## config.mk

```make
export PLATFORM = sky130hd
export DESIGN_NAME = mem_ctrl
export DESIGN_NICKNAME = d
export VERILOG_FILES = /design/src/rtl/mem_ctrl_pkg.sv /design/src/rtl/mem_ctrl.sv
export SDC_FILE = /design/constraint.sdc
export NUM_CORES = 1
export LEC_CHECK = 0
export CORE_ASPECT_RATIO = 0.9
export CORE_MARGIN = 4
export CORE_UTILIZATION = 55
export DETAILED_ROUTE_END_ITERATION = 7
export PLACE_DENSITY = 0.87
export SKIP_LAST_GASP = 1
export SLEW_MARGIN = 20
export SYNTH_ARGS = -nofsm -noshare
export SYNTH_HDL_FRONTEND = slang
export SYNTH_SLANG_ARGS = --single-unit
```

## constraint.sdc

```tcl
create_clock -name clk -period 6.4 [get_ports clk]
set_clock_uncertainty 0.1 [all_clocks]
set_input_delay 1.28 -clock clk [delete_from_list [all_inputs] [get_ports clk]]
set_output_delay 1.28 -clock clk [all_outputs]
set_load 0.01 [all_outputs]
```

## src/rtl/mem_ctrl_pkg.sv

```systemverilog
// Shared constants for the byte-serial RAM/IO responder: state encodings and IO window base.
package mem_ctrl_pkg;

   localparam logic TRUE  = 1'b1;
   localparam logic FALSE = 1'b0;

   localparam logic [1:0] MC_IDLE   = 2'd0;
   localparam logic [1:0] MC_IFETCH = 2'd1;
   localparam logic [1:0] MC_LOAD   = 2'd2;
   localparam logic [1:0] MC_STORE  = 2'd3;

   localparam logic [31:0] MC_IO_BASE = 32'h0003_0000;

endpackage

```

## src/rtl/mem_ctrl.sv

```systemverilog
// Serves icache word fetches and LSB loads/stores over the byte-wide RAM/IO bus,
// one byte per cycle, with LSB priority and a stalled IO store window.
//
// state     | meaning
// ----------+-----------------------------------------------------------
// MC_IDLE   | waiting for a request; blocked while a done pulse is high
// MC_IFETCH | stepping 4 byte addresses for icache, assembling the word
// MC_LOAD   | stepping LSB_size byte addresses, assembling the load
// MC_STORE  | driving one data byte per cycle with mem_wr high
module mem_ctrl
   import mem_ctrl_pkg::*;
#(
   parameter logic [31:0] IO_BASE = MC_IO_BASE
) (
   input  logic        clk,
   input  logic        rst,
   input  logic        rdy,
   input  logic        rollback,
   input  logic        io_buffer_full,
   input  logic [7:0]  mem_din,
   output logic [7:0]  mem_dout,
   output logic [31:0] mem_a,
   output logic        mem_wr,
   input  logic [31:0] IC_addr,
   input  logic        IC_addr_sgn,
   output logic [31:0] IC_val,
   output logic        IC_val_sgn,
   input  logic [31:0] LSB_addr,
   input  logic        LSB_sgn,
   input  logic        LSB_wr,
   input  logic [2:0]  LSB_size,
   input  logic [31:0] LSB_data,
   output logic [31:0] LSB_val,
   output logic        LSB_val_sgn
);

   logic [1:0]  state_q, state_d;
   logic [31:0] addr_q, addr_d;
   logic [2:0]  size_q, size_d;
   logic [31:0] data_q, data_d;
   logic [2:0]  cnt_q, cnt_d;
   logic [31:0] asm_q, asm_d;
   logic [31:0] mem_a_q, mem_a_d;
   logic [7:0]  dout_q, dout_d;
   logic        wr_q, wr_d;
   logic [31:0] ic_val_q, ic_val_d;
   logic        ic_sgn_q, ic_sgn_d;
   logic [31:0] lsb_val_q, lsb_val_d;
   logic        lsb_sgn_q, lsb_sgn_d;

   logic [2:0]  cnt_inc;
   logic [2:0]  cnt_dec;
   logic [31:0] next_a;
   logic [31:0] din_shifted;
   logic        io_blocked;

   assign cnt_inc     = cnt_q + 3'd1;
   assign cnt_dec     = cnt_q - 3'd1;
   assign next_a      = addr_q + {29'd0, cnt_inc};
   assign din_shifted = {24'd0, mem_din} << {cnt_dec, 3'b000};
   assign io_blocked  = LSB_wr && io_buffer_full && (LSB_addr >= IO_BASE);

   always_comb begin
      state_d   = state_q;
      addr_d    = addr_q;
      size_d    = size_q;
      data_d    = data_q;
      cnt_d     = cnt_q;
      asm_d     = asm_q;
      mem_a_d   = mem_a_q;
      dout_d    = dout_q;
      wr_d      = wr_q;
      ic_val_d  = ic_val_q;
      ic_sgn_d  = FALSE;
      lsb_val_d = lsb_val_q;
      lsb_sgn_d = FALSE;

      case (state_q)
         MC_IDLE: begin
            // The pulse cycle is skipped so the requester can drop its request first.
            if (!rollback && !ic_sgn_q && !lsb_sgn_q) begin
               if (LSB_sgn) begin
                  if (!io_blocked) begin
                     addr_d  = LSB_addr;
                     data_d  = LSB_data;
                     size_d  = (LSB_size == 3'd4) ? 3'd4 : ((LSB_size == 3'd2) ? 3'd2 : 3'd1);
                     mem_a_d = LSB_addr;
                     cnt_d   = 3'd0;
                     asm_d   = 32'd0;
                     if (LSB_wr) begin
                        wr_d    = TRUE;
                        dout_d  = LSB_data[7:0];
                        state_d = MC_STORE;
                     end else begin
                        state_d = MC_LOAD;
                     end
                  end
               end else if (IC_addr_sgn) begin
                  addr_d  = IC_addr;
                  size_d  = 3'd4;
                  mem_a_d = IC_addr;
                  cnt_d   = 3'd0;
                  asm_d   = 32'd0;
                  state_d = MC_IFETCH;
               end
            end
         end

         MC_IFETCH, MC_LOAD: begin
            if (rollback) begin
               state_d = MC_IDLE;
            end else begin
               cnt_d = cnt_inc;
               if (cnt_inc < size_q) mem_a_d = next_a;
               if (cnt_q != 3'd0) begin
                  if (cnt_q == size_q) begin
                     state_d = MC_IDLE;
                     if (state_q == MC_IFETCH) begin
                        ic_val_d = asm_q | din_shifted;
                        ic_sgn_d = TRUE;
                     end else begin
                        lsb_val_d = asm_q | din_shifted;
                        lsb_sgn_d = TRUE;
                     end
                  end else begin
                     asm_d = asm_q | din_shifted;
                  end
               end
            end
         end

         MC_STORE: begin
            // Stores are already committed, so rollback does not cut them short.
            if (cnt_inc < size_q) begin
               cnt_d   = cnt_inc;
               mem_a_d = next_a;
               dout_d  = 8'(data_q >> {cnt_inc, 3'b000});
            end else begin
               wr_d      = FALSE;
               lsb_sgn_d = TRUE;
               state_d   = MC_IDLE;
            end
         end

         default: state_d = MC_IDLE;
      endcase
   end

   always_ff @(posedge clk) begin
      if (rst) begin
         state_q   <= MC_IDLE;
         addr_q    <= 32'd0;
         size_q    <= 3'd0;
         data_q    <= 32'd0;
         cnt_q     <= 3'd0;
         asm_q     <= 32'd0;
         mem_a_q   <= 32'd0;
         dout_q    <= 8'd0;
         wr_q      <= FALSE;
         ic_val_q  <= 32'd0;
         ic_sgn_q  <= FALSE;
         lsb_val_q <= 32'd0;
         lsb_sgn_q <= FALSE;
      end else if (rdy) begin
         state_q   <= state_d;
         addr_q    <= addr_d;
         size_q    <= size_d;
         data_q    <= data_d;
         cnt_q     <= cnt_d;
         asm_q     <= asm_d;
         mem_a_q   <= mem_a_d;
         dout_q    <= dout_d;
         wr_q      <= wr_d;
         ic_val_q  <= ic_val_d;
         ic_sgn_q  <= ic_sgn_d;
         lsb_val_q <= lsb_val_d;
         lsb_sgn_q <= lsb_sgn_d;
      end
   end

   assign mem_a       = mem_a_q;
   assign mem_dout    = dout_q;
   assign mem_wr      = wr_q & rdy;
   assign IC_val      = ic_val_q;
   assign IC_val_sgn  = ic_sgn_q;
   assign LSB_val     = lsb_val_q;
   assign LSB_val_sgn = lsb_sgn_q;

endmodule

```

==> results of run 1 <==
[placed cells by master (no fill, tap or decap), drive strengths merged, types with 10 or more instances in the layout]
cell | netlist | layout
xnor2 | 10 | 10
a311oi | 10 | 10
o21ai | 14 | 14
a211oi | 99 | 99
clkbuf | 62 | 29
ha | 13 | 13
inv | 20 | 20
a31oi | 15 | 15
nor3 | 12 | 12
o31ai | 18 | 18
clkdlybuf4s50 | 0 | 219
nand4 | 36 | 36
nor4 | 16 | 16
mux2i | 33 | 33
nand2 | 112 | 112
nor2b | 14 | 14
dfxtp | 211 | 211
a21oi | 106 | 106
buf | 45 | 15
nand3 | 18 | 18
nor2 | 149 | 149
a41oi | 31 | 31
[registers in the layout, indices dropped and copies added (netlist names)]
signal       cells
cnt_q            3
IC_val_sgn       1
mem_a           32
IC_val          32
LSB_val_sgn      1
asm_q           32
size_q           3
data_q          32
wr_q             1
addr_q          32
mem_dout         8
LSB_val         32
state_q          2
[path summary, 6_finish.rpt]
kind | cells past startpoint | slack [ps] | start | to
max | 9 | 2010 | cnt_q[0] | mem_a[11]
min | 2 | 350 | data_q[14] | data_q[14]
max reg2reg | 9 | 2010 | cnt_q[0] | mem_a[11]
min reg2reg | 2 | 350 | data_q[14] | data_q[14]
[metrics by stage]
step	hold WS, ps	instances	total power [mW]	util (%)
floorplan	333	1163	1.74	-
global placement	340	1528	1.95	68.9
detailed placement	347	1529	1.96	69.0
CTS	355	1569	3.41	73.6
global route	376	1570	3.52	73.8
finish	354	1570	3.42	73.8
[cell usage after synthesis, drive strengths merged, types with 20 or more instances]
| cell type | count |
|---|---|
| a211oi | 99 |
| a21oi | 106 |
| a41oi | 31 |
| buf | 45 |
| clkbuf | 62 |
| dfxtp | 211 |
| inv | 20 |
| mux2i | 33 |
| nand2 | 112 |
| nand4 | 36 |
| nor2 | 149 |
[cell type report]
class | instances | area (um2)
flip-flops and latches | 211 | 4220
well taps | 240 | 300
clock inverters | 11 | 244
multi-input cells | 825 | 5460
repair buffers | 234 | 2320
fillers | 1283 | 4690
inverters | 20 | 75.1
clock buffers | 29 | 587
[where the power goes]
part           switching (mW)  internal, mW  total, mW
logic                   0.317         0.225      0.541
clock network           0.537         0.932       1.47
registers              0.0476          1.36       1.41
[logic make-up (layout without fill, tap and decap cells)]
logic type / count (synthesis) / after routing / share of synthesized area (%)
simple gates: 394 / 394 / 18.4
compound gates: 356 / 356 / 26.1
mux: 45 / 45 / 5.45
flops: 211 / 211 / 41.4
xor+xnor: 16 / 16 / 1.37
buf+inv: 127 / 294 / 5.40
fa+ha+maj: 14 / 14 / 1.79
[layer usage]
metal	GRT usage (%)	part of all wire, %	routed length [um]	vias to the layer above
li1	-	-	-	4612
met1	37.0	40	12100	4622
met2	46.2	49	14600	501
met3	4.11	8.6	2580	64
met4	7.53	2.4	722	0
met5	0	0	0	-
[worst max-delay path: stages (launching register included)]
cell	delay, ps
dfxtp_1	940
inv_1	290
ha_1	680
ha_1	420
nor2b_1	160
o21ai_0	180
a21oi_1	940
nor3_2	50
buf_4	280
o32ai_1	240
==> impl_metrics.env, run 1 <==
export IMPL_fin_tns_setup_ps=0
export IMPL_p_leak_nw=4.40
export IMPL_clockRootBuffer="clkbuf_16"
export IMPL_hold_viol=0
export IMPL_rsz0062_at_grt="no"
export IMPL_overflow=0
export IMPL_setup_viol=0
export IMPL_antenna_found_initial=0
export IMPL_drt_pass1_iterations=6
export IMPL_status="finished clean"
export IMPL_hpwl_um=20100
export IMPL_worstSkewPairLatency_ps=520
export IMPL_wl_per_cell_um=19.1
export IMPL_p_per_area_mw_per_mm2=259
export IMPL_fmax_ghz=0.228
export IMPL_end_kind="flip-flop"
export IMPL_finalWirelength_um=30000
export IMPL_grt_use_total_pct=27.5
export IMPL_antenna_cells=0
export IMPL_async_flop_share_pct=0
export IMPL_dieArea_mm2=0.0208
export IMPL_coreArea_mm2=0.0179
export IMPL_syn_cell_area_mm2=0.0102
export IMPL_cp_required_ps=6710
export IMPL_peakVddDrop_mv=0.177
export IMPL_critPathLaunchType="flip-flop"
export IMPL_synth_edf_count=0
export IMPL_yosysWarningCount=0
export IMPL_cts_resized=0
export IMPL_clk_pin_slew_worst_paths_ps=60
export IMPL_clock_sink_count=211
export IMPL_die_h_um=137
export IMPL_yosysTopAreaCellShare_pct=41.4
export IMPL_slew_viol_final=0
export IMPL_grt_pass1_vias=9161
export IMPL_fin_nets=1443
export IMPL_cts_setup_buffers=0
export IMPL_postPlaceCellArea_mm2=0.0123
export IMPL_synth_fp_nets=1292
export IMPL_postCtsHoldBufs=0
export IMPL_layout_drive_gt1_share_pct=9.10
export IMPL_final_cell_area_mm2=0.0132
export IMPL_fin_crit_sh_pct=68.6
export IMPL_htree_num_levels=1
export IMPL_timing_slew_headroom_pct=24.8
export IMPL_tritoncts="built"
export IMPL_cts_max_path_buffers=3
export IMPL_synth_avg_cell_area_um2=8.77
export IMPL_grt_max_degree=86
export IMPL_drtIter0Drc=917
export IMPL_routabilityCongestion=0.871
export IMPL_ant_nets=0
export IMPL_syn2layout_area_growth_pct=29.6
export IMPL_io_buffer_count=221
export IMPL_yosys_register_bits=211
export IMPL_yosys_most_used_dff="dfxtp_1"
export IMPL_path_max_fanout=23
export IMPL_die_w_um=152
export IMPL_cp_arrival_ps=4700
export IMPL_rows=46
export IMPL_hold_class="flip-flop to flip-flop"
export IMPL_pin_count=222
export IMPL_criticalPathCategory="flip-flop to flip-flop"
export IMPL_grt_first_pass_wirelength_um=46800
export IMPL_drc=0
export IMPL_ys_top_cells_by_area="dfxtp_1 (41%), nor2_1 (5.5%), a21oi_1 (5.2%)"
export IMPL_period_minus_slack_ps=4390
export IMPL_initial_core_util_pct=57.0
export IMPL_cts_buffers_inserted=22
export IMPL_via_count=9799
export IMPL_pre_cts_ws_ps=2010
export IMPL_finalWorstSetupSlack_ps=2010
export IMPL_worst_pin_slew_ps=1130
export IMPL_synth_cells=1163
export IMPL_vias_per_cell=6.24
export IMPL_yosysUniqueCellTypes=69
export IMPL_ys_seq_area_share_pct=41.4
export IMPL_maxCapViolations=0
export IMPL_yosysTopAreaCell="dfxtp_1"
Power figures use the tool's default switching activity.
==> inputs of run 2 (changes only) <==
Settings changed: CORE_UTILIZATION 55 to 46, PLACE_DENSITY 0.87 to 0.77.
Clock period 6.4 ns to 3.7 ns, I/O delays scaled along.
==> impl_metrics.env, run 2 (synthesis gave the netlist of run 1 again) <==
export IMPL_status="finished clean"
export IMPL_path_max_fanout=8
export IMPL_worstHoldStart="data_q[28]"
export IMPL_wl_met1_um=12700
export IMPL_antenna_cells=0
export IMPL_p_per_area_mw_per_mm2=419
export IMPL_clockRootBuffer="clkbuf_16"
export IMPL_fin_tns_setup_ps=0
export IMPL_dieArea_mm2=0.0246
export IMPL_ant_nets=0
export IMPL_cp_required_ps=3990
export IMPL_combPwrFrac_pct=16.9
export IMPL_fin_nets=1462
export IMPL_end_kind="flip-flop"
export IMPL_regToRegEndpoint="mem_a[18]"
export IMPL_layout_common_cells="clkdlybuf4s50_1 (219), dfxtp_1 (211), nor2_1 (149), nand2_1 (112), a21oi_1 (106)"
export IMPL_top_layer="met4"
export IMPL_layout_drive_gt1_share_pct=10.3
export IMPL_drc=0
export IMPL_period_minus_slack_ps=3290
export IMPL_timing_slew_headroom_pct=41.8
export IMPL_hold_end="data_q[28]"
export IMPL_criticalPathCategory="flip-flop to flip-flop"
export IMPL_power_frac_clock_pct=39.6
export IMPL_hold_worst_slack_ps=351
export IMPL_hold_class="flip-flop to flip-flop"
export IMPL_via_count=9489
export IMPL_slew_viol_final=0
export IMPL_clock_sink_count=211
export IMPL_switchingPower_mw=1.53
export IMPL_pin_count=222
export IMPL_cts_buffers_inserted=23
export IMPL_initial_core_util_pct=47.0
export IMPL_fin_crit_sh_pct=89.0
export IMPL_finalWorstSetupSlack_ps=405
export IMPL_grt_use_total_pct=22.8
export IMPL_grt_max_degree=80
export IMPL_htree_num_levels=1
export IMPL_drt_pass1_iterations=5
export IMPL_vias_per_cell=5.78
export IMPL_syn2layout_area_growth_pct=30.7
export IMPL_cts_max_path_buffers=3
export IMPL_stdcell_count=1641
export IMPL_fin_util_pct=61.4
export IMPL_final_common_cell="clkdlybuf4s50_1"
export IMPL_coreArea_mm2=0.0217
export IMPL_hpwl_um=20500
export IMPL_dr_wl_met3_um=2000
export IMPL_rsz0062_at_grt="no"
export IMPL_rows=51
export IMPL_pre_cts_ws_ps=478
export IMPL_seq_power_share_pct=43.5
export IMPL_r2r_slack_ps=410
export IMPL_die_w_um=165
export IMPL_p_leak_nw=4.45
export IMPL_critPathLaunchType="flip-flop"
export IMPL_drtIter0Drc=577
export IMPL_p_int_mw=4.06
export IMPL_worst_pin_slew_ps=872
export IMPL_overflow=0
export IMPL_hold_depth=2
export IMPL_routed_wl_met2_um=13600
export IMPL_peakVddDrop_mv=0.296
export IMPL_tritoncts="built"
export IMPL_maxCapViolations=0
export IMPL_die_h_um=149
export IMPL_cts_setup_buffers=0
export IMPL_grt_first_pass_wirelength_um=46100
export IMPL_finalWirelength_um=28900
export IMPL_cts_resized=0
export IMPL_r2r_start="cnt_q[0]"
export IMPL_swShare_pct=27.4
export IMPL_ff2ff_path_depth=9
export IMPL_wl_per_cell_um=17.6
export IMPL_cp_arrival_ps=3580
export IMPL_io_buffer_count=221
export IMPL_grt_pass1_vias=8924
export IMPL_postCtsHoldBufs=0
export IMPL_dp_cells=1599
export IMPL_antenna_found_initial=0
export IMPL_setup_viol=0
export IMPL_worstSkewPairLatency_ps=510
export IMPL_clk_pin_slew_worst_paths_ps=60
export IMPL_fmax_ghz=0.304
export IMPL_routabilityCongestion=0.890
export IMPL_hold_viol=0
==> run 2: cell count changes in the layout (fill, tap and decap cells not counted), sizes merged <==
cell / before / now
buf: 15 / 33
bufinv: 7 / 0
clkbuf: 29 / 37
inv: 20 / 21
==> run 2: worst max-delay path by stage <==
stage | cells past startpoint | slack (ps) | endpoint | from
2_1_floorplan | 10 | 710 | mem_a[18] | cnt_q[0]
3_3_place_gp | 9 | 500 | mem_a[18] | cnt_q[0]
3_5_place_dp | 9 | 480 | mem_a[18] | cnt_q[0]
4_1_cts | 9 | 440 | mem_a[18] | cnt_q[0]
5_1_grt | 9 | 230 | mem_a[26] | cnt_q[0]
6_report | 9 | 410 | mem_a[18] | cnt_q[0]
==> run 2: cell type report <==
cell class	count	area [um2]
inverter	20	75.1
clock inverter	5	35.0
clock buffer	37	698
tap	291	364
multi-input combinational	825	5440
sequential	211	4220
fill	1868	8370
timing repair buffer	252	2490
==> run 2: routing by layer <==
layer | GRT usage, % | up-vias
met5 | 0 | -
met4 | 5.36 | 0
met3 | 4.31 | 41
met2 | 37.5 | 340
met1 | 31.1 | 4444
li1 | - | 4664
==> run 2: worst max-delay path, cell delays in order (launching register included) <==
cell and delay (ps):
dfxtp_1 450, ha_1 280, xnor2_1 190, inv_1 140, ha_1 420, a21oi_1 250
or4_1 650, o31a_1 300, o31ai_1 270, o22ai_1 110
==> run 2: through the flow <==
| step | area, um2 | power, mW |
|---|---|---|
| 6_report | 13300 | 5.59 |
| 3_3_place_gp | 12600 | 3.40 |
| 5_1_grt | 13300 | 5.81 |
| 4_1_cts | 13300 | 5.62 |
| 3_5_place_dp | 12600 | 3.42 |
| 2_1_floorplan | 10200 | 3.01 |
==> run 2: power groups by stage <==
| stage | logic, mW | registers (mW) | clock network [mW] |
|---|---|---|---|
| 5_1_grt | 1.02 | 2.44 | 2.34 |
| 3_5_place_dp | 0.936 | 2.48 | 0 |
| 3_3_place_gp | 0.924 | 2.48 | 0 |
| 6_report | 0.945 | 2.43 | 2.21 |
| 4_1_cts | 0.941 | 2.43 | 2.24 |
| 2_1_floorplan | 0.532 | 2.48 | 0 |
==> inputs of run 3 (changes only) <==
Settings changed: SKIP_LAST_GASP 1 to unset.
==> results of run 3 <==
Final layout, timing and power as in run 2 (identical DEF).
